### config.mk
export PLATFORM = sky130hd
export DESIGN_NAME = fifo_rd_stream
export DESIGN_NICKNAME = d
export VERILOG_FILES = /design/src/rtl/fifo_rd_stream.sv
export SDC_FILE = /design/constraint.sdc
export NUM_CORES = 1
export LEC_CHECK = 0
export ABC_AREA = 1
export ABC_CLOCK_PERIOD_IN_PS = 1600
export BUFFER_PORTS_ARGS = -buffer_cell sky130_fd_sc_hd__buf_4
export CAP_MARGIN = 15
export CORE_AREA = 3 3 82 65
export DETAILED_ROUTE_END_ITERATION = 10
export DIE_AREA = 0 0 85 68
export HOLD_SLACK_MARGIN = 0.12
export PLACE_DENSITY = 0.84
export SETUP_SLACK_MARGIN = 0.3
export SLEW_MARGIN = 20
export SYNTH_ARGS = -nofsm -noshare
export SYNTH_HDL_FRONTEND = slang
export SYNTH_SLANG_ARGS = --single-unit
### constraint.sdc
create_clock -name rd_clk -period 1.6 [get_ports rd_clk]
set_clock_uncertainty 0.05 [all_clocks]
set_input_delay 0.16 -clock rd_clk [delete_from_list [all_inputs] [get_ports rd_clk]]
set_output_delay 0.16 -clock rd_clk [all_outputs]
set_load 0.01 [all_outputs]
### src/rtl/fifo_rd_stream.sv
// Read-side adapter for the dual-clock FIFO: turns the registered-latency read port into a
// valid/ready stream with packet framing, using a 3-entry prefetch buffer.
module fifo_rd_stream #(
  parameter int unsigned DATA_WIDTH = 8,
  parameter int unsigned PKT_LEN    = 4,
  parameter int unsigned CNT_WIDTH  = 16
) (
  input  logic                  rd_clk,
  input  logic                  rst,
  input  logic                  en,
  input  logic                  fifo_empty,
  output logic                  fifo_rd_en,
  input  logic [DATA_WIDTH-1:0] fifo_data,
  output logic                  m_valid,
  input  logic                  m_ready,
  output logic [DATA_WIDTH-1:0] m_data,
  output logic                  m_last,
  output logic [CNT_WIDTH-1:0]  word_cnt
);

  localparam int unsigned BeatW = (PKT_LEN > 1) ? $clog2(PKT_LEN) : 1;
  localparam logic [BeatW-1:0] BeatMax = BeatW'(PKT_LEN - 1);

  logic [DATA_WIDTH-1:0] mem_q [3];
  logic [1:0]            occ_q, occ_d;
  logic [1:0]            head_q, head_d;
  logic [1:0]            tail_q, tail_d;
  logic                  inflight_q;
  logic [BeatW-1:0]      beat_q, beat_d;
  logic [CNT_WIDTH-1:0]  cnt_q, cnt_d;
  logic                  pop;
  logic [2:0]            committed;

  function automatic logic [1:0] inc3(input logic [1:0] idx);
    return (idx == 2'd2) ? 2'd0 : idx + 2'd1;
  endfunction

  // Read issue depends only on registered occupancy, never on m_ready.
  always_comb begin
    committed  = {1'b0, occ_q} + {2'b00, inflight_q};
    fifo_rd_en = en & ~fifo_empty & ~rst & (committed < 3'd3);
    m_valid    = (occ_q != 2'd0);
    m_data     = mem_q[head_q];
    m_last     = m_valid & (beat_q == BeatMax);
    pop        = m_valid & m_ready;
    word_cnt   = cnt_q;
  end

  always_comb begin
    head_d = pop ? inc3(head_q) : head_q;
    tail_d = inflight_q ? inc3(tail_q) : tail_q;
    occ_d  = occ_q + {1'b0, inflight_q} - {1'b0, pop};
    beat_d = beat_q;
    cnt_d  = cnt_q;
    if (pop) begin
      beat_d = (beat_q == BeatMax) ? '0 : beat_q + BeatW'(1);
      cnt_d  = cnt_q + CNT_WIDTH'(1);
    end
  end

  always_ff @(posedge rd_clk) begin
    if (rst) begin
      occ_q      <= 2'd0;
      head_q     <= 2'd0;
      tail_q     <= 2'd0;
      inflight_q <= 1'b0;
      beat_q     <= '0;
      cnt_q      <= '0;
    end else begin
      occ_q      <= occ_d;
      head_q     <= head_d;
      tail_q     <= tail_d;
      inflight_q <= fifo_rd_en;
      beat_q     <= beat_d;
      cnt_q      <= cnt_d;
    end
  end

  // Data storage needs no reset; an in-flight word is dropped by gating the write.
  always_ff @(posedge rd_clk) begin
    if (!rst && inflight_q) begin
      mem_q[tail_q] <= fifo_data;
    end
  end

  a_no_overflow: assert property (@(posedge rd_clk) disable iff (rst) committed <= 3'd3);

endmodule

==> metrics list <==
- Counting tap cells, the placed design contains a total of 339 instances.
* Gr usage total: 19.8%
* Critical Path Sink Type: output port
- For this design the ratio of total power to cell area is 1240 nW/µm².
- Via count: 2177
- Post-route fraction of the period consumed by the critical path: 106%
- The worst hold path passes through 3 cells.
- CTS tree: yes
- Final sum of negative setup slack: -0.186 ns
- The first routing iteration left 225 violations.
- For this run, the leading register cell type out of synthesis is dfxtp_1.
* Worst EP required: 1.39 ns
- The clock net in this run drives a total of 51 sinks.
- Timing-limited maximum frequency: 590 MHz
- Setup violations remaining at the end of the flow were counted as 2.
- Sequential area share after synthesis: 56.6%
- Fraction of final layout cells with drive strength greater than 1: 47.1%
- At the pin with the least slew margin, the transition time is 0.354 ns.
- Clock transition at path regs: 0.09 ns
* Critical path start-end classification: reg -> out
- Max-capacitance violation count: 0
- After the last flow step, the layout net total stands at 340.
- The sequential cells in the finished layout cover a total of 1280 µm².
* Share of synthesized flip-flops with an asynchronous set or reset: 0%
- Antenna violations before repair: 0
- Floorplan die height: 68 µm
- Sum of internal, switching and leakage power: 4.26 mW
- Antenna violation net count after detailed routing: 0
* Maximum number of pins on one net before global-route repair: 24
* Global-route congestion overflow total: 0
- Run status: complete, but fails checks
- Fill cells in the final layout number 249.
- The mapped netlist covers 2230 µm².
- In the layout the commonest cells are 49 x buf_4, 33 x nand2_1, 33 x nor2_1.
- Routability congestion estimate: 0.859
- Across all setup checks in the final design, the least slack found is -0.0961 ns.
- The via count of the first global-routing pass was 1908.
- Once the floorplan was initialized, standard cells occupied 49.6% of the core.
- HPWL after detailed placement: 3380 µm
* Worst setup SP type: flop
* Die Wd: 85 µm
* Average size of a mapped cell: 9.18 µm²
- Synth Register Bits: 51
- Number of top-level design ports: 40
* Core outline area: 4490 µm²
- Worst r2r src: occ_q[0]
- Lkg Pwr: 1.34 nW
* Violated checks: negative setup slack
* Count of standard-cell rows: 21
- The cell sitting at the root of the clock tree is a clkbuf_8.
- The first global-routing pass estimated 8870 µm of wire.
* Count of TritonRoute iterations in the first routing pass: 5
* Area taken by multi-input logic gates: 1170 µm²
- Counting every net in the synthesized netlist gives 261.
- After synthesis, the netlist uses 29 different library cells.
- For this block, the routed nets add up to 6940 µm of wire.
- CTS Buf Count: 5
- Post-route DRC: 0
- Number of hold violations in the final report: 0
- Worst path arrival time: 1.49 ns
- After detailed routing, the average wire length per cell comes to 18.3 µm.
- Setup repair after global routing could not meet its margin everywhere.
- The tightest min-delay check is of the in -> reg type.
- Minimum clock period: 1.70 ns
* Leading cell type in the layout, fill and taps excluded: buf_4
* Maximum count of clock buffers along a single path: 2
- In this run the tool buffered the top-level ports with 39 buffer cells.
* Number of standard cells in the final layout excluding fillers: 380
- The number of cells on the worst reg-to-reg path is 10.
- Along the worst path, the maximum fanout reaches 2.
- Number of pins exceeding their max-slew limit in the final report: 0
* EDFF count, synth: 24
- Synthesized netlist cell count: 243
- Per-cell via count in the routed design: 5.73
- H-tree depth: 2
* Peak VDD IR: 0.707 mV
- Launch point of the worst path: inflight_q
- Ant diodes: 0
- Ys Warns: 0
* Beginning of the worst hold path: en
- For the worst-skew pair, the clock arrives at the later sink with an insertion delay of 0.31 ns.
- Die area: 5780 µm²
- Headroom to the max-slew limit came out at 76.3%.
- Area Overhead vs Synth: 54.0%
registers in the layout (all words and copies together), names as in the netlist, named ones only:
register / count
word_cnt: 16
tail_q: 2
inflight_q: 1
beat_q: 2
mem_q: 24
head_q: 2
occ_q: 2
critical path, cell delays in order (launching register included):
cell and delay (ns):
dfxtp_2 0.35, ha_4 0.16, ha_4 0.24, a2111oi_4 0.27
buf_4 0.17
power by group:
group | leakage [nW] | switching, mW | total, mW | internal (mW)
Sequential | 0.441 | 0.164 | 1.66 | 1.49
Combinational | 0.862 | 0.905 | 1.87 | 0.966
Clock | 0.0412 | 0.430 | 0.737 | 0.307
Total | 1.34 | 1.50 | 4.26 | 2.76
metal layers:
layer / routed length (µm) / vias to the layer above / track usage (%)
met1: 2650 / 1030 / 24.0
met4: 269 / 0 / 8.10
met2: 3390 / 129 / 34.6
met5: 0 / - / 0
met3: 625 / 40 / 4.45
li1: - / 978 / -
synth_stat cells (3+ instances only):
cell type	instances	share of area, %
dfxtp_1	27	24
o211a_1	3	1.3
nor2_1	42	7.1
o21ai_0	10	2.2
nand3_1	8	1.8
nor2_2	4	1.1
nand4_1	4	1.1
edfxtp_1	24	32
nand2_1	37	6.2
a21oi_1	28	6.3
ha_1	5	2.8
inv_1	25	4.2
final timing paths:
| check | end | slack (ns) |
|---|---|---|
| worst max-delay path | fifo_rd_en | -0.1 |
| worst min-delay path | inflight_q | 0.12 |
| worst max register to register | occ_q[1] | -0.09 |
| worst min register to register | word_cnt[3] | 0.45 |
layout make-up:
class	instances	area share (%)
well taps	57	2.08
clock buffers	6	2.11
inverters	26	3.13
clock inverters	2	0.364
repair buffers	78	20.8
multi-input cells	160	34.1
flip-flops and latches	51	37.4
timing repair:
action | 4_1_cts | 5_1_grt
setup endpoints to repair | 54 | 56
gates cloned | 0 | 1
buffers inserted | 14 | 8
gates resized for setup | 49 | 58
pin swaps | 16 | 28
endpoints found under the hold margin | 29 | 0
hold buffers | 10 | 0
kinds of logic after synthesis:
group | Yosys count | share of synthesized area, %
flops | 51 | 56.6
buf+inv | 32 | 6.06
compound gates | 50 | 12.9
xor+xnor | 2 | 0.786
simple gates | 103 | 20.9
fa+ha+maj | 5 | 2.81
through the flow:
| step | worst slack [ns] | hold WS, ns | util [%] | area (µm²) |
|---|---|---|---|---|
| global placement | 0.0753 | 0.304 | 58.9 | 2650 |
| CTS | -0.0976 | 0.124 | 69.6 | 3130 |
| floorplan | 0.119 | 0.174 | - | 2270 |
| global route | -0.181 | 0.136 | 76.4 | 3430 |
| finish | -0.0961 | 0.123 | 76.4 | 3430 |
| detailed placement | 0.0771 | 0.305 | 58.9 | 2650 |
Note: power is estimated with default switching activity, not from simulation.
